### src/rtl/enc_bin2onehot_pipe_if.sv
// Handshake bundle for the binary-to-one-hot pipeline: producer side (in_*) and consumer side (out_*).
// The design takes the slave view; whoever drives codes and drains results takes the master view.
interface enc_bin2onehot_pipe_if #(
  parameter int IN_W  = 4,
  parameter int OUT_W = 15
);
  logic              in_valid;
  logic              in_ready;
  logic [IN_W-1:0]   in;
  logic              out_valid;
  logic              out_ready;
  logic [OUT_W-1:0]  out;
  logic              out_err;

  modport master (
    output in_valid, in, out_ready,
    input  in_ready, out_valid, out, out_err
  );

  modport slave (
    input  in_valid, in, out_ready,
    output in_ready, out_valid, out, out_err
  );
endinterface

### src/rtl/enc_bin2onehot_pipe.sv
// Binary-to-one-hot encoder feeding a small FIFO output buffer with valid/ready on both sides.
// Codes at or above OUT_W encode to all zeros and are flagged per beat and in a sticky error bit.
module enc_bin2onehot_pipe #(
  parameter int IN_W  = 4,
  parameter int OUT_W = 15,
  parameter int DEPTH = 2
) (
  input  logic                         clk,
  input  logic                         rst,
  enc_bin2onehot_pipe_if.slave         bus,
  input  logic                         err_clr,
  output logic                         err_sticky,
  output logic [$clog2(DEPTH+1)-1:0]   level
);

  localparam int PTR_W = $clog2(DEPTH);
  localparam int LVL_W = $clog2(DEPTH+1);
  localparam logic [IN_W:0]  OUT_W_CODE = (IN_W+1)'(OUT_W);
  localparam logic [LVL_W-1:0] FULL_LVL = LVL_W'(DEPTH);

  logic [OUT_W-1:0] mem_oh  [DEPTH];
  logic             mem_err [DEPTH];
  logic [PTR_W-1:0] wr_ptr;
  logic [PTR_W-1:0] rd_ptr;
  logic [LVL_W-1:0] count;
  logic             push;
  logic             pop;
  logic             out_valid;
  logic [OUT_W-1:0] enc_oh;
  logic             enc_err;

  // Ready and valid come straight from the occupancy register, so neither
  // side sees a combinational path from the other's handshake inputs.
  assign bus.in_ready  = (count < FULL_LVL);
  assign out_valid     = (count != '0);
  assign bus.out_valid = out_valid;
  assign push          = bus.in_valid && bus.in_ready;
  assign pop           = out_valid && bus.out_ready;
  assign level         = count;

  always_comb begin
    enc_oh = '0;
    for (int i = 0; i < OUT_W; i++) begin
      enc_oh[i] = (bus.in == IN_W'(i));
    end
    enc_err = ({1'b0, bus.in} >= OUT_W_CODE);
  end

  // Storage needs no reset: an entry is only visible once count says it is occupied.
  always_ff @(posedge clk) begin
    if (push) begin
      mem_oh[wr_ptr]  <= enc_oh;
      mem_err[wr_ptr] <= enc_err;
    end
  end

  always_ff @(posedge clk or negedge rst) begin
    if (!rst) begin
      wr_ptr <= '0;
      rd_ptr <= '0;
      count  <= '0;
    end else begin
      if (push) begin
        wr_ptr <= wr_ptr + PTR_W'(1);
      end
      if (pop) begin
        rd_ptr <= rd_ptr + PTR_W'(1);
      end
      case ({push, pop})
        2'b10:   count <= count + LVL_W'(1);
        2'b01:   count <= count - LVL_W'(1);
        default: count <= count;
      endcase
    end
  end

  // Set has priority over clear so an error pushed on a clearing edge is not lost.
  always_ff @(posedge clk or negedge rst) begin
    if (!rst) begin
      err_sticky <= 1'b0;
    end else if (push && enc_err) begin
      err_sticky <= 1'b1;
    end else if (err_clr) begin
      err_sticky <= 1'b0;
    end
  end

  assign bus.out     = out_valid ? mem_oh[rd_ptr]  : '0;
  assign bus.out_err = out_valid ? mem_err[rd_ptr] : 1'b0;

endmodule

### src/flat_wrapper.sv
// flat-port wrapper written by rule: the top's interface ports become plain ports
module enc_bin2onehot_pipe_flat 
#(
  parameter int IN_W  = 4,
  parameter int OUT_W = 15,
  parameter int DEPTH = 2
)
  (clk, rst, err_clr, err_sticky, level, bus_in_valid, bus_in, bus_out_ready, bus_in_ready, bus_out_valid, bus_out, bus_out_err);
  enc_bin2onehot_pipe_if #(.IN_W(IN_W), .OUT_W(OUT_W)) bus_i ();
  input  logic clk;
  input  logic rst;
  input  logic err_clr;
  output logic err_sticky;
  output logic [$clog2(DEPTH+1)-1:0] level;
  input wire logic [$bits(bus_i.in_valid)-1:0] bus_in_valid;
  input wire logic [$bits(bus_i.in)-1:0] bus_in;
  input wire logic [$bits(bus_i.out_ready)-1:0] bus_out_ready;
  output wire logic [$bits(bus_i.in_ready)-1:0] bus_in_ready;
  output wire logic [$bits(bus_i.out_valid)-1:0] bus_out_valid;
  output wire logic [$bits(bus_i.out)-1:0] bus_out;
  output wire logic [$bits(bus_i.out_err)-1:0] bus_out_err;
  assign bus_i.in_valid = bus_in_valid;
  assign bus_i.in = bus_in;
  assign bus_i.out_ready = bus_out_ready;
  assign bus_in_ready = bus_i.in_ready;
  assign bus_out_valid = bus_i.out_valid;
  assign bus_out = bus_i.out;
  assign bus_out_err = bus_i.out_err;
  enc_bin2onehot_pipe #(.IN_W(IN_W), .OUT_W(OUT_W), .DEPTH(DEPTH)) u_core (.clk(clk), .rst(rst), .bus(bus_i), .err_clr(err_clr), .err_sticky(err_sticky), .level(level));
endmodule
### config.mk
export PLATFORM = sky130hd
export DESIGN_NAME = enc_bin2onehot_pipe_flat
export DESIGN_NICKNAME = d
export VERILOG_FILES = /design/src/rtl/enc_bin2onehot_pipe_if.sv /design/src/rtl/enc_bin2onehot_pipe.sv /design/src/flat_wrapper.sv
export SDC_FILE = /design/constraint.sdc
export NUM_CORES = 1
export LEC_CHECK = 0
export CAP_MARGIN = 20
export CORE_MARGIN = 2
export CORE_UTILIZATION = 45
export DETAILED_ROUTE_END_ITERATION = 10
export GPL_TIMING_DRIVEN = 0
export HOLD_SLACK_MARGIN = 0.06
export PLACE_DENSITY = 0.76
export SLEW_MARGIN = 25
export SYNTH_ARGS = -nofsm -noshare
export SYNTH_HDL_FRONTEND = slang
export SYNTH_SLANG_ARGS = --single-unit
### constraint.sdc
create_clock -name clk -period 1.9 [get_ports clk]
set_clock_uncertainty 0.15 [all_clocks]
set_input_delay 0.38 -clock clk [delete_from_list [all_inputs] [get_ports clk]]
set_output_delay 0.38 -clock clk [all_outputs]
set_load 0.03 [all_outputs]
==> Yosys cells after proc, flatten, opt, wreduce, memory -nomap -nowiden <==
Memory sizes are Yosys's and may differ from the RTL's.
Index checks and enable logic that the tools add are counted.
W data, S select, Z words.
{ "word_totals": {"word_cells": 42, "ram_bits": 32, "input_bits": 9, "memories": 2, "latch_bits": 0, "rom_bits": 0, "output_inout_bits": 21, "regBits": 5} }
{ "mem_list": {"columns": ["name", "words", "width", "rd", "rd_ports_with_merged_regs", "write_ports", "line", "text"], "rows": [
  ["u_core.mem_oh", 2, 15, 1, 0, 1, "enc_bin2onehot_pipe.sv:21", "logic [OUT_W-1:0] mem_oh [DEPTH];"],
  ["u_core.mem_err", 2, 1, 1, 0, 1, "enc_bin2onehot_pipe.sv:22", "logic mem_err [DEPTH];"]
]} }
{ "classes": {"mul": 0, "n_reduce_logical": 7, "shifts": 0, "eq_ne": 16, "n_addsub": 4, "n_mux": 7, "order_cmp": 2, "n_div": 0, "n_bitwise": 0} }
{ "ops": {"columns": ["operator", "n"], "rows": [
  ["$eq A4 B4 Y1 const B", 7],
  ["$eq A4 B3 Y1 const B", 4],
  ["$mux W15", 1],
  ["$eq A4 B2 Y1 const B", 2],
  ["$reduce_bool A2 Y1", 3],
  ["$mux W1", 5],
  ["$eq A4 B1 Y1 const B", 1],
  ["$ge A4 B4 Y1 const B", 1],
  ["$logic_not A4 Y1", 1],
  ["$pmux W2 S2", 1],
  ["$logic_and A1 B1 Y1", 3],
  ["$add A1 B1 Y1 const B", 2],
  ["$add A2 B1 Y2 const B", 1],
  ["$eq A2 B1 Y1 const B", 1],
  ["$eq A2 B2 Y1 const B", 1],
  ["$lt A2 B2 Y1 const B", 1],
  ["$sub A2 B1 Y2 const B", 1]
]} }

==> Logic depth before layout (Yosys ltp) <==
Gate-level depths: netlist of run 1.
{ "depth": {"word_depth": 4, "depth_mapped": 6, "ltp_nobuf": 6} }

==> Least setup slack after synthesis of run 1 <==
OpenSTA, ideal clock, no wires.
{ "synth_path": {"path_kind": "register -> register", "startpoint": "register u_core.count[1], in the netlist u_core.level[1]", "endpoint": "memory u_core.mem_err[0], enable pin", "arrival_time_ns": 1.736, "required_time_ns": 1.362, "path_slack_ns": -0.374, "setup_ns": 0.388, "n_path_buf": 0, "path_stages_with_launch": 4, "synth_period_minus_slack_ns": 2.274, "cell_sequence": "dfrtp_1 inv_1 nand2_1 nor2_1"} }
{ "synth_between": {"elab_chain_len": 4} }
{ "synth_lines": {"columns": ["element", "line", "text"], "rows": [
  ["start: declaration", "enc_bin2onehot_pipe.sv:25", "logic [LVL_W-1:0] count;"],
  ["start signal: assignment", "enc_bin2onehot_pipe.sv:70", "2'b10: count <= count + LVL_W'(1);"],
  ["start signal: assignment", "enc_bin2onehot_pipe.sv:71", "2'b01: count <= count - LVL_W'(1);"],
  ["start signal: assignment", "enc_bin2onehot_pipe.sv:72", "default: count <= count;"],
  ["$lt A2 B2 Y1", "enc_bin2onehot_pipe.sv:34", "assign bus.in_ready = (count < FULL_LVL);"],
  ["named net bus_in_ready", "flat_wrapper.sv:18", "output wire logic [$bits(bus_i.in_ready)-1:0] bus_in_ready;"],
  ["$logic_and A1 B1 Y1", "enc_bin2onehot_pipe.sv:37", "assign push = bus.in_valid && bus.in_ready;"],
  ["$mux W1", "enc_bin2onehot_pipe.sv:51", "if (push) begin"],
  ["$mux W1 (implied by the code)", "enc_bin2onehot_pipe.sv:53", "mem_err[wr_ptr] <= enc_err;"],
  ["end: declaration", "enc_bin2onehot_pipe.sv:22", null]
]} }
The timed path passes the listed nets, and every way through them passes these cells.

==> Worst setup path in the final report of run 1 <==
{ "layout_path": {"startpoint": "register u_core.rd_ptr", "endpoint": "output bus_out[8]"} }
{ "layout_between": {"elab_chain_len": 2} }
{ "layout_lines": {"columns": ["element", "line", "text"], "rows": [
  ["start: declaration", "enc_bin2onehot_pipe.sv:24", "logic [PTR_W-1:0] rd_ptr;"],
  ["start signal: assignment", "enc_bin2onehot_pipe.sv:67", "rd_ptr <= rd_ptr + PTR_W'(1);"],
  ["$mem_v2 Z2 W15", null, null],
  ["$mux W15", "enc_bin2onehot_pipe.sv:88", "assign bus.out = out_valid ? mem_oh[rd_ptr] : '0;"],
  ["end: declaration", "flat_wrapper.sv:20", "output wire logic [$bits(bus_i.out)-1:0] bus_out;"]
]} }
No other way between the ends.

==> qor.csv, run 1 <==
stage,metric,value,unit
detailed_routing,vias,1014,
yosys,yosys.area_share.simple,0.1288,
yosys,synth_fa_ha_area_frac,0.008052,
clock_network,numCtsBuffers,5,
setup_path,worst_setup_path_end_kind,primary output,
yosys,synthXorXnorAreaFrac,0.02818,
pwr,seq_power_share,0.338,
yosys,syn_area_per_cell,14.13,sq um
floorplanning,dieHeight,62.77,microns
yosys,synth_top_family_by_area,simple AND/OR/NAND/NOR gates,
status,status,"complete, but fails checks",
grt,grt_pass1_wl,4919,microns
layout,nets,167,
floorplanning,rows,21,
pwr,powerDensity,1681,mW/mm^2
setup_path,r2r_slack,0.13,ns
sta,slew_violations,0,
hold_path,hold_path_class,input pin to asynchronous set/reset pin,
sta,fin_ws,-0.08303,ns
pwr,power_frac_clock,0.111,
pwr,power.share.switching,0.4077,
sta,setup_violations,11,
yosys,ys_warn_count,0,
layout,drive_gt1_frac,0.2722,
detailed_routing,first_iter_violations,28,
setup_path,slowest_stage,dfrtp_1,
layout,syn_to_final_growth,31.56,%
setup_path,crit_required,1.37,ns
floorplanning,initial_utilization,0.4657,
grt,grt_pass1_vias,1010,
clock_network,cts.sink_count,37,
pwr,ir_drop,861.7,uV
placed_design,hpwlAfterDp,1999,microns
pwr,p_comb_frac,0.551,
grt,antenna_found_initial,0,
pwr,p_sw,1.401,mW
pwr,p_int,2.035,mW
yosys,netlist_instances,110,
setup_path,crit_path_start_kind,flip-flop,
yosys,synthesis.area,0.001554,sq mm
layout,finish.utilization,0.6127,
detailed_routing,ant_nets,0,
setup_path,r2r_start,u_core.level[1],
yosys,synthMuxAreaShare,0.1031,
status,failed_checks,negative setup slack,
sta,max_slew_margin,0.4828,
detailed_routing,finalWirelength,3115,microns
detailed_routing,dr.pass1.iters,4,
pwr,p_leak,0.8205,nW
setup_path,arrival,1.45,ns
grt,grt_max_degree,17,
sta,worstMarginPinSlew,0.7758,ns
detailed_routing,drt-wirelength-per-cell,15.27,microns
setup_path,path_common_cell,buf_4,
layout,antenna_cells,0,
floorplanning,die-width,62.77,microns
setup_path,crit_chain,buf_6 -> buf_4 -> mux2i_1 -> nor2_1 -> buf_4,
placed_design,port_buffers,29,
sta,timing.setup.tns,-0.3344,ns
detailed_routing,viasPerCell,4.971,
sta,fin_crit,1.983,ns
setup_path,critPathMaxFanout,5,
clock_network,cts.clk_slew.worst_paths,0.10,ns
job,drv.max_cap_violation_count,0,
sta,finalHoldViolCount,0,
yosys,synth_seq_area_share,0.6989,
yosys,yosysTopAreaCell,edfxtp_1,
yosys,synth_seq_cells,37,
floorplanning,io_pins,30,
grt,overflow,0,
yosys,yosys.area.top_type_share,0.6184,
setup_path,rr_worst_depth,2,
sta,max_freq,0.5043,GHz
yosys,synth.area.top_cells,"edfxtp_1 (62%), mux2i_1 (10%), dfrtp_1 (8.1%)",
pwr,p_total,3.436,mW
clock_network,cts_hold_buf,0,
grt,grtUsageTotal,0.1699,
clock_network,cts_buffer_depth,2,
setup_path,reg2reg_to,u_core.mem_oh[1][6],
yosys,synth_compound_area_frac,0.01047,
placed_design,place_inst,185,
floorplanning,coreArea,0.003337,sq mm
setup_path,critical_path_class,flip-flop to primary output,
floorplanning,die-area,0.003939,sq mm
sta,grt_setup_unrepaired,true,
placed_design,place.gp.congestion,0.7543,
layout,layout.cells.non_filler,204,
clock_network,htreeDepth,2,
clock_network,clk_latency,0.34,ns
clock_network,root_buffer,clkbuf_4,
yosys,synth_nets,120,
clock_network,cts_tree,yes,
yosys,ys_types,19,
setup_path,max_stage_delay,0.40,ns
detailed_routing,drc,0,
sta,finalCritPeriodShare,1.044,
==> worst max-delay path by stage <==
stage / startpoint / to / slack, ns
floorplan: u_core.level[1] / u_core.mem_err[1] / 0.007
global placement: u_core.level[0] / bus_out[3] / -0.23
detailed placement: u_core.level[0] / bus_out[5] / -0.25
CTS: u_core.rd_ptr / bus_out[0] / -0.08
global route: u_core.rd_ptr / bus_out[8] / -0.14
finish: u_core.rd_ptr / bus_out[8] / -0.08
==> critical path, delay by kind of cell (launching register included) <==
kind          cells  cell delay [ns]
simple gates      1             0.14
mux               1             0.11
buf+inv           3             0.46
flops             1             0.40
==> Yosys cell counts (all sizes together) <==
master / number
dfrtp: 5
ha: 1
nor4: 1
edfxtp: 32
nand2: 3
xnor2: 4
nor2b: 1
and3: 1
mux2i: 16
nand2b: 4
nor2: 28
o32ai: 1
inv: 3
nor3: 6
buf: 3
xor2: 1
==> state kept, by name (all words and copies together) (netlist names) <==
| name | flops |
|---|---|
| u_core.mem_err | 2 |
| u_core.err_sticky | 1 |
| u_core.wr_ptr | 1 |
| u_core.level | 2 |
| u_core.rd_ptr | 1 |
| u_core.mem_oh | 30 |
==> cell type report <==
type	count	area (sq um)
Sequential cell	37	1087
Clock buffer	5	37.54
Clock inverter	3	12.51
Timing Repair Buffer	40	351.6
Tap cell	46	57.56
Multi-Input combinational cell	67	444.2
Inverter	3	11.26
Buffer	3	42.54
Fill cell	273	1292
==> power groups by stage <==
stage | registers (mW) | logic, mW | clock network, mW
floorplan | 1.21 | 1.03 | 0
global placement | 1.17 | 1.66 | 0
detailed placement | 1.18 | 1.69 | 0
CTS | 1.16 | 1.75 | 0.389
global route | 1.18 | 2.00 | 0.428
finish | 1.16 | 1.89 | 0.383
==> stage by stage <==
step                hold WS, ns  worst slack (ns)  instance area (sq um)
CTS                     0.09795          -0.07983                   1976
global placement         0.3757           -0.2272                   1909
detailed placement       0.3864           -0.2544                   1909
global route            0.09256           -0.1376                   2044
floorplan              -0.06559          0.006738                   1562
finish                   0.1082          -0.08303                   2044
==> logic make-up (layout without fill, tap and decap cells) <==
logic type                 after synthesis  count (layout)
and+or+nand+nor                         44              44
muxes                                   16              16
DFF                                     37              37
AOI/OAI and AO/OA                        1               1
xor gates and xnor gates                 5               5
adders and majority gates                1               1
buffers and inverters                    6              54
==> placed cells by master, fill, tap and decap left out <==
| cell | count |
|---|---|
| buf_6 | 4 |
| nand2_1 | 3 |
| nor2b_2 | 1 |
| buf_2 | 1 |
| inv_1 | 3 |
| o32ai_2 | 1 |
| mux2i_2 | 1 |
| nor2_1 | 26 |
| dfrtp_2 | 1 |
| nor2_4 | 2 |
| buf_16 | 1 |
| dlygate4sd2_1 | 3 |
| nor3_1 | 6 |
| and3_1 | 1 |
| mux2i_1 | 15 |
| clkdlybuf4s50_1 | 8 |
| dfrtp_1 | 4 |
| clkinv_1 | 2 |
| edfxtp_1 | 32 |
| xnor2_1 | 4 |
| nand2b_1 | 4 |
| nor4_1 | 1 |
| buf_12 | 1 |
| buf_4 | 24 |
| ha_1 | 1 |
| clkbuf_4 | 5 |
| clkdlybuf4s15_1 | 1 |
| xor2_1 | 1 |
| clkinv_2 | 1 |
==> metal layers <==
layer | part of all wire | track usage | vias to the layer above | wire (microns)
li1 | - | - | 484 | -
met1 | 0.42 | 0.2029 | 496 | 1297
met2 | 0.51 | 0.2823 | 28 | 1598
met3 | 0.052 | 0.05405 | 6 | 163
met4 | 0.018 | 0.07500 | 0 | 55
met5 | 0 | 0 | - | 0
==> repair_timing <==
item                                    CTS  global route
gates resized for setup                 104            20
pin swaps                                 1             2
endpoints found under the setup margin   21            18
setup buffers                             3             6
cloned                                    2             0
Note: power is estimated with default switching activity, not from simulation.
==> run 2, diff against run 1 <==
Settings changed: CAP_MARGIN 20 to 25, TNS_END_PERCENT from default to 100.
==> results of run 2 <==
The final DEF is identical to that of run 1; final timing and power are the same.
==> run 3, diff against run 2 <==
Settings changed: ABC_AREA from default to 1, CORE_UTILIZATION 45 to 46.
==> qor.csv, run 3 <==
stage,metric,value,unit
detailed_routing,dr.max_layer_used,met4,
yosys,ys_dominant_reg_cell,edfxtp_1,
placed_design,port_buffers,29,
hold_path,hold_path_class,input pin to asynchronous set/reset pin,
pwr,power.share.switching,0.4301,
setup_path,max_stage_delay,0.42,ns
yosys,netlist_instances,146,
detailed_routing,ant_nets,0,
yosys,syn_area_per_cell,11.24,sq um
setup_path,crit_path_start_kind,flip-flop,
yosys,synth_seq_area_share,0.6616,
setup_path,critical_path_class,flip-flop to primary output,
layout,fin_area,0.002313,sq mm
yosys,synth_nets,156,
floorplanning,die-area,0.004063,sq mm
layout,nets,203,
setup_path,worst_setup_path_end_kind,primary output,
pwr,powerDensity,1801,mW/mm^2
clock_network,cts.sink_count,37,
placed_design,place_area,0.001994,sq mm
floorplanning,rows,21,
sta,fin_crit,1.989,ns
status,failed_checks,negative setup slack,
setup_path,crit_chain,buf_6 -> inv_6 -> buf_8 -> nand2_2 -> a21oi_2 -> buf_6,
detailed_routing,wl_met1,1376,microns
clock_network,cts_buffer_depth,2,
layout,layout_commonest_cell,nand2_1,
detailed_routing,met3_length,146,microns
setup_path,path_common_cell,buf_6,
sta,setup_violations,16,
setup_path,rr_worst_depth,3,
status,status,"complete, but fails checks",
yosys,ys_async_sr_fraction,0.1351,
floorplanning,io_pins,30,
yosys,ys_types,21,
grt,grt_pass1_wl,5126,microns
layout,largest_reg_flops,30,
grt,grt_max_degree,17,
setup_path,slowest_stage,dfrtp_1,
clock_network,htreeDepth,2,
grt,grtUsageTotal,0.1724,
sta,fin_ws,-0.08869,ns
yosys,synthMostInstantiatedCell,nand2_1,
layout,mostFrequentLayoutCells,"nand2_1 (34), edfxtp_1 (32), buf_6 (21)",
layout,drive_gt1_frac,0.3990,
yosys,ys_warn_count,0,
detailed_routing,viasPerCell,5.054,
setup_path,cp.buffers_inverters,4,
sta,worstMarginPinSlew,0.8357,ns
floorplanning,die-width,63.74,microns
sta,slew_violations,0,
setup_path,cp.depth,6,
grt,overflow,0,
detailed_routing,finalWirelength,3448,microns
sta,grt_setup_unrepaired,true,
setup_path,crit_required,1.37,ns
pwr,p_comb_frac,0.623,
setup_path,critPathMaxFanout,6,
setup_path,arrival,1.46,ns
clock_network,cts_tree,yes,
clock_network,cts.clk_slew.worst_paths,0.10,ns
detailed_routing,met2WireLength,1862,microns
yosys,yosys.area.top_type_share,0.5854,
pwr,ir_drop,1245,uV
sta,max_freq,0.5028,GHz
placed_design,place_inst,221,
yosys,synth_edf_count,32,
yosys,synth.area.top_cells,"edfxtp_1 (59%), nand2_1 (11%), dfrtp_1 (7.6%)",
yosys,synth_seq_cells,37,
detailed_routing,dr.pass1.iters,5,
clock_network,root_buffer,clkbuf_4,
pwr,p_sw,1.792,mW
yosys,synth_common_cells,"nand2_1 (47), edfxtp_1 (32), nor2_1 (18)",
floorplanning,initial_utilization,0.4843,
detailed_routing,first_iter_violations,27,
sta,finalCritPeriodShare,1.047,
setup_path,cp_top_family,buffers and inverters,
clock_network,clk_latency,0.33,ns
placed_design,place.gp.congestion,0.8086,
pwr,p_int,2.375,mW
layout,layout.cells.non_filler,239,
pwr,p_leak,0.9311,nW
yosys,synthesis.area,0.001642,sq mm
sta,max_slew_margin,0.4423,
pwr,power_frac_clock,0.087,
yosys,yosysTopAreaCell,edfxtp_1,
clock_network,numCtsBuffers,5,
layout,largest-register,u_core.mem_oh,
detailed_routing,vias,1208,
floorplanning,coreArea,0.003390,sq mm
detailed_routing,drc,0,
layout,antenna_cells,0,
sta,finalHoldViolCount,0,
placed_design,hpwlAfterDp,2138,microns
floorplanning,dieHeight,63.74,microns
grt,antenna_found_initial,0,
layout,syn_to_final_growth,40.93,%
placed_design,dpl_worst_slack,-0.2590,ns
pwr,seq_power_share,0.290,
detailed_routing,drt-wirelength-per-cell,14.43,microns
grt,grt_pass1_vias,1170,
job,drv.max_cap_violation_count,0,
[run 3: path summary, 6_finish.rpt]
path,start,to,slack (ns)
setup / recovery,u_core.rd_ptr,bus_out[6],-0.09
hold / removal,rst,u_core.err_sticky,0.1
setup reg to reg,u_core.level[1],u_core.mem_oh[1][7],0.10
hold reg to reg,u_core.err_sticky,u_core.err_sticky,0.37
max in group asynchronous,rst,u_core.level[0],1.30
min in group clk,u_core.err_sticky,u_core.err_sticky,0.37
[run 3: metal layers]
layer	track usage	up-vias
li1	-	572
met1	0.1900	595
met2	0.2868	35
met3	0.06514	6
met4	0.09511	0
met5	0	-
[run 3: what timing repair did]
action / 4_1_cts / 5_1_grt
pin swaps: 2 / 14
buffers inserted: 4 / 5
gates cloned: 3 / 1
gates resized for setup: 118 / 48
hold buffers: 0 / 0
endpoints found under the hold margin: 0 / 0
setup endpoints to repair: 21 / 31
[run 3: logic make-up (layout without fill, tap and decap cells)]
family | Yosys count | in the layout | synth area share
AND/OR/NAND/NOR | 70 | 70 | 0.1730
AO/OA/AOI/OAI | 18 | 18 | 0.07546
buffers and inverters | 18 | 65 | 0.07164
adder cells (fa/ha/maj) | 1 | 1 | 0.007621
XOR/XNOR | 2 | 2 | 0.01067
flip-flops | 37 | 37 | 0.6616
[run 3: through the flow]
| stage | hold slack [ns] | power, mW | setup TNS (ns) | utilization |
|---|---|---|---|---|
| final | 0.09957 | 4.167 | -0.9806 | 0.6825 |
| after global routing | 0.09066 | 4.389 | -1.916 | 0.6825 |
| after CTS | 0.09783 | 3.733 | -1.067 | 0.6261 |
| after detailed placement | 0.3614 | 3.169 | -10.83 | 0.5884 |
| after global placement | 0.3486 | 3.122 | -22.56 | 0.5869 |
| after floorplan | -0.06559 | 2.471 | -6.265 | - |
[run 3: power groups by stage]
stage / registers, mW / logic (mW) / clock network (mW)
after floorplan: 1.22 / 1.25 / 0
after global placement: 1.19 / 1.93 / 0
after detailed placement: 1.20 / 1.97 / 0
after CTS: 1.18 / 2.18 / 0.368
after global routing: 1.22 / 2.75 / 0.413
final: 1.21 / 2.60 / 0.362
[run 3: area by class of cell]
type | instances | area [sq um]
Timing Repair inverter | 1 | 8.758
Clock buffer | 6 | 41.29
Tap cell | 46 | 57.56
Fill cell | 238 | 1076
Timing Repair Buffer | 40 | 450.4
Inverter | 14 | 62.56
Buffer | 3 | 46.29
Multi-Input combinational cell | 91 | 554.3
Clock inverter | 1 | 3.754
Sequential cell | 37 | 1089
==> patch 1, RTL diff (flow settings as in run 1) <==
`IN_W` is set to 4 in 3 places; all go to 5.
--- a/src/rtl/enc_bin2onehot_pipe_if.sv
+++ b/src/rtl/enc_bin2onehot_pipe_if.sv
@@ -1,7 +1,7 @@
 // Handshake bundle for the binary-to-one-hot pipeline: producer side (in_*) and consumer side (out_*).
 // The design takes the slave view; whoever drives codes and drains results takes the master view.
 interface enc_bin2onehot_pipe_if #(
-  parameter int IN_W  = 4,
+  parameter int IN_W  = 5,
   parameter int OUT_W = 15
 );
   logic              in_valid;
--- a/src/rtl/enc_bin2onehot_pipe.sv
+++ b/src/rtl/enc_bin2onehot_pipe.sv
@@ -1,7 +1,7 @@
 // Binary-to-one-hot encoder feeding a small FIFO output buffer with valid/ready on both sides.
 // Codes at or above OUT_W encode to all zeros and are flagged per beat and in a sticky error bit.
 module enc_bin2onehot_pipe #(
-  parameter int IN_W  = 4,
+  parameter int IN_W  = 5,
   parameter int OUT_W = 15,
   parameter int DEPTH = 2
 ) (
--- a/src/flat_wrapper.sv
+++ b/src/flat_wrapper.sv
@@ -1,7 +1,7 @@
 // flat-port wrapper written by rule: the top's interface ports become plain ports
 module enc_bin2onehot_pipe_flat 
 #(
-  parameter int IN_W  = 4,
+  parameter int IN_W  = 5,
   parameter int OUT_W = 15,
   parameter int DEPTH = 2
 )
Ports: changed (resized bus_in); port bits go from 30 to 31. The function was not compared with the original's and may differ.
==> patch 1 against run 1 <==
- the run still ends with setup timing left
- wire length down 6.7%
- area after synthesis increased by 1.3%
- cell count is 0.49% higher
- first-iteration DRC count increased by 93%
- worst setup slack better by 0.025 ns
- clock power down 2%
- maximum frequency rose by 1.3%
- core utilization increased by 0.15 points
- non-clock buffer count fell by 1
- synthesized cell count up 1.8%
- sequential cell count is the same
- cell area increased by 0.25%
- power shrank 0.75%
- critical endpoint unchanged
- largest power group unchanged
==> patch 1: results <==
finish:
  fillers: 289
  drive_above_1_share_pct: 27.7
  clk_share_pct: 2.38
  buffers: 42
  num-multi-input-gates: 69
  num-clock-buffers: 8
  n_antenna_cell: 0
  multiInputGateArea_um2: 464
sta:
  maxSlewHeadroom_pct: 67.5
  fin_ws_ns: -0.0584
  setup_viol: 8
  whs_ns: 0.113
  setup_tns_ns: -0.166
drt:
  dr_wl_met3_um: 126
  drt-met1-wl_mm: 1.23
  dr.pass1.iters: 4
  routed_wl_mm: 2.91
  avgViaCountPerCell: 4.88
  num_vias: 1000
  drt_iter0_markers: 54
  met2_length_mm: 1.50
worst_setup_path:
  rrSetupSlack_ns: 0.20
  worst-r2r-cell-count: 3
  r2r-end: "u_core.mem_oh[0][1]$_DFFE_PP_"
  worst-path-max-fanout: 6
  arrival_ns: 1.43
global_route:
  grtUsageMet2_pct: 27.0
  grtUsageTotal_pct: 16.3
  grt_pass1_wl_mm: 4.77
  gr-usage-met1_pct: 19.2
  grt_max_degree: 17
synthesis:
  synthArstFlopShare_pct: 13.5
  yosys-top-cells-area: "edfxtp_1 (61%), mux2i_1 (10%), dfrtp_1 (7.9%)"
  synth_cells: 112
  syn_nets: 123
  synth_cell_types: 22
  ys_seq_area_share_pct: 69.0
  synthTopCellsByCount: "edfxtp_1 (32), nor2_1 (30), mux2i_1 (16), dfrtp_1 (5), xnor2_1 (4)"
place:
  hpwl_mm: 2.01
  placedCellCount: 188
  port_buffers: 30
  place.gp.congestion: 0.703
outcome:
  outcome: "complete, but fails checks"
  violations: "setup timing"
pwr:
  p_leak_uw: 0.000821
[patch 1: worst max-delay path by stage]
stage,from,to,slack [ns],cells past startpoint
floorplan,u_core.level[1]$_DFFE_PN0P_,u_core.mem_err[1]$_DFFE_PP_,0.01,2
global placement,u_core.level[0]$_DFFE_PN0P_,bus_out[8],-0.28,4
detailed placement,u_core.level[0]$_DFFE_PN0P_,bus_out[10],-0.31,4
CTS,u_core.rd_ptr$_DFFE_PN0P_,bus_out[8],-0.07,5
global route,u_core.rd_ptr$_DFFE_PN0P_,bus_out[8],-0.13,5
finish,u_core.rd_ptr$_DFFE_PN0P_,bus_out[8],-0.06,5
[patch 1: kinds of logic after synthesis]
kind of cell               after synthesis  share of synthesized area, %
and+or+nand+nor                         45                          13.5
DFF                                     37                          69.0
muxes                                   16                          10.2
buffers and inverters                    6                          2.38
xor gates and xnor gates                 5                          2.78
AOI/OAI and AO/OA                        2                          1.35
adders and majority gates                1                         0.795
[patch 1: worst max-delay path, cell delays in order (launching register included)]
cell and delay, ns:
dfrtp_1 0.40, buf_8 0.15, buf_12 0.13, mux2i_1 0.11, nor2_1 0.13, buf_4 0.18
[patch 1: report_power, final]
group          total [uW]  leakage [uW]  switching, uW  internal [uW]
sequential           1160      0.000357           83.0           1080
combinational        1870      0.000438           1070            802
clock                 377     0.0000265            229            147
[patch 1: stage by stage]
stage               setup WS, ns  instance area [um^2]
floorplan                 0.0123                  1580
global placement          -0.284                  1940
detailed placement        -0.313                  1940
CTS                      -0.0665                  2000
global route              -0.127                  2050
finish                   -0.0584                  2050
[patch 1: what timing repair did]
action	4_1_cts	5_1_grt
gates resized for setup	105	20
pin swaps	1	3
gates cloned	1	0
endpoints found under the setup margin	21	33
setup buffers	4	4
==> patch 2, RTL diff (settings of run 1) <==
Without the edit above. Make the reset (`rst`) synchronous in 2 clocked blocks.
--- a/src/rtl/enc_bin2onehot_pipe.sv
+++ b/src/rtl/enc_bin2onehot_pipe.sv
@@ -54,7 +54,7 @@
     end
   end
 
-  always_ff @(posedge clk or negedge rst) begin
+  always_ff @(posedge clk) begin
     if (!rst) begin
       wr_ptr <= '0;
       rd_ptr <= '0;
@@ -75,7 +75,7 @@
   end
 
   // Set has priority over clear so an error pushed on a clearing edge is not lost.
-  always_ff @(posedge clk or negedge rst) begin
+  always_ff @(posedge clk) begin
     if (!rst) begin
       err_sticky <= 1'b0;
     end else if (push && enc_err) begin
Function: differs if rst is asserted again (counterexample within 4 cycles, from zero or initial values and one cycle with rst low); with rst held inactive, the same outputs for 10 cycles.
==> patch 2 against run 1 <==
- the flow still finishes with violations (setup timing)
- non-clock buffer count up 1
- register-to-register slack worse by 0.02 ns
- sequential share of layout area down 0.93 points
- area after synthesis up 0.81%
- cell area up 2.0%
- combinational power down 11%
- wire length up 0.58%
- global-route usage up 0.068 points
- sequential cell count up 1
- worst setup slack better by 0.022 ns
- power down 6.7%
- highest routed layer unchanged
==> patch 2: results <==
drt:
  drt-met1-wl_mm: 1.33
  drt_iter0_markers: 48
  met2_length_mm: 1.62
  routed_wl_mm: 3.13
  wire_per_inst_um: 14.8
  avgViaCountPerCell: 5.01
finish:
  inverters: 4
  buffers: 44
  nets: 176
  multi_input_area_share_pct: 22.6
  stdcell_area_mm2: 0.00209
  seq_cell_count: 38
  nonClkBufAreaFrac_pct: 19.6
  num-multi-input-gates: 73
  num-clock-buffers: 7
  fillers: 298
  drive_above_1_share_pct: 25.9
place:
  dp_slack_ns: -0.437
  place.gp.congestion: 0.744
  dpl_cell_area_mm2: 0.00192
  hpwl_mm: 2.03
  placedCellCount: 193
global_route:
  met3_usage_pct: 5.77
  grtUsageMet2_pct: 29.5
  grtUsageTotal_pct: 17.1
  grt_max_degree: 18
  grt_pass1_wl_mm: 4.98
  gr-usage-met1_pct: 19.0
pwr:
  ir_drop_mv: 0.654
  cellInternalPower_uw: 1970
  p_leak_uw: 0.000809
  clockPowerShare_pct: 11.4
synthesis:
  yosys-top-cells-area: "edfxtp_1 (61%), mux2i_1 (10%), dfxtp_1 (7.7%)"
  synthTopCellsByCount: "edfxtp_1 (32), nor2_1 (27), mux2i_1 (16), dfxtp_1 (6), nor3_1 (6)"
  ys_seq_area_share_pct: 69.0
  synth-compound-area-share_pct: 2.16
  synth_cell_types: 20
  syn_nets: 128
sta:
  setup_viol: 2
  setup_tns_ns: -0.0953
  fin_ws_ns: -0.0615
  tightest_slew_ns: 0.785
worst_setup_path:
  arrival_ns: 1.43
  crit_path_max_incr_delay_ns: 0.34
  r2r-end: "u_core.level[1]$_SDFFE_PN0P_"
  rr_startpoint: "u_core.level[1]$_SDFFE_PN0P_"
  cp-endpoint: "bus_out[0]"
  worst-path-max-fanout: 8
  crit_path_top_delay_cell: "dfxtp_2"
  rrSetupSlack_ns: 0.11
min_path:
  hold_class: "register to register"
outcome:
  violations: "setup timing"
  outcome: "complete, but fails checks"
clock_tree:
  clk_latency_ns: 0.32
-- patch 2: cell types whose count changed after synthesis, moves of 2 or more --
cell / before / now
and2_1: 0 / 5
dfxtp_1: 0 / 6
o21ai_0: 0 / 2
dfrtp_1: 5 / 0
-- patch 2: how the worst min path moves through the flow --
stage / cells after the start / endpoint / slack (ns) / start
CTS: 2 / u_core.level[1]$_SDFFE_PN0P_ / 0.42 / u_core.level[1]$_SDFFE_PN0P_
global placement: 2 / u_core.level[1]$_SDFFE_PN0P_ / 0.37 / u_core.level[1]$_SDFFE_PN0P_
global route: 2 / u_core.level[1]$_SDFFE_PN0P_ / 0.47 / u_core.level[1]$_SDFFE_PN0P_
detailed placement: 2 / u_core.level[1]$_SDFFE_PN0P_ / 0.42 / u_core.level[1]$_SDFFE_PN0P_
finish: 2 / u_core.level[1]$_SDFFE_PN0P_ / 0.42 / u_core.level[1]$_SDFFE_PN0P_
floorplan: 1 / u_core.wr_ptr$_SDFFE_PN0P_ / 0.35 / rst
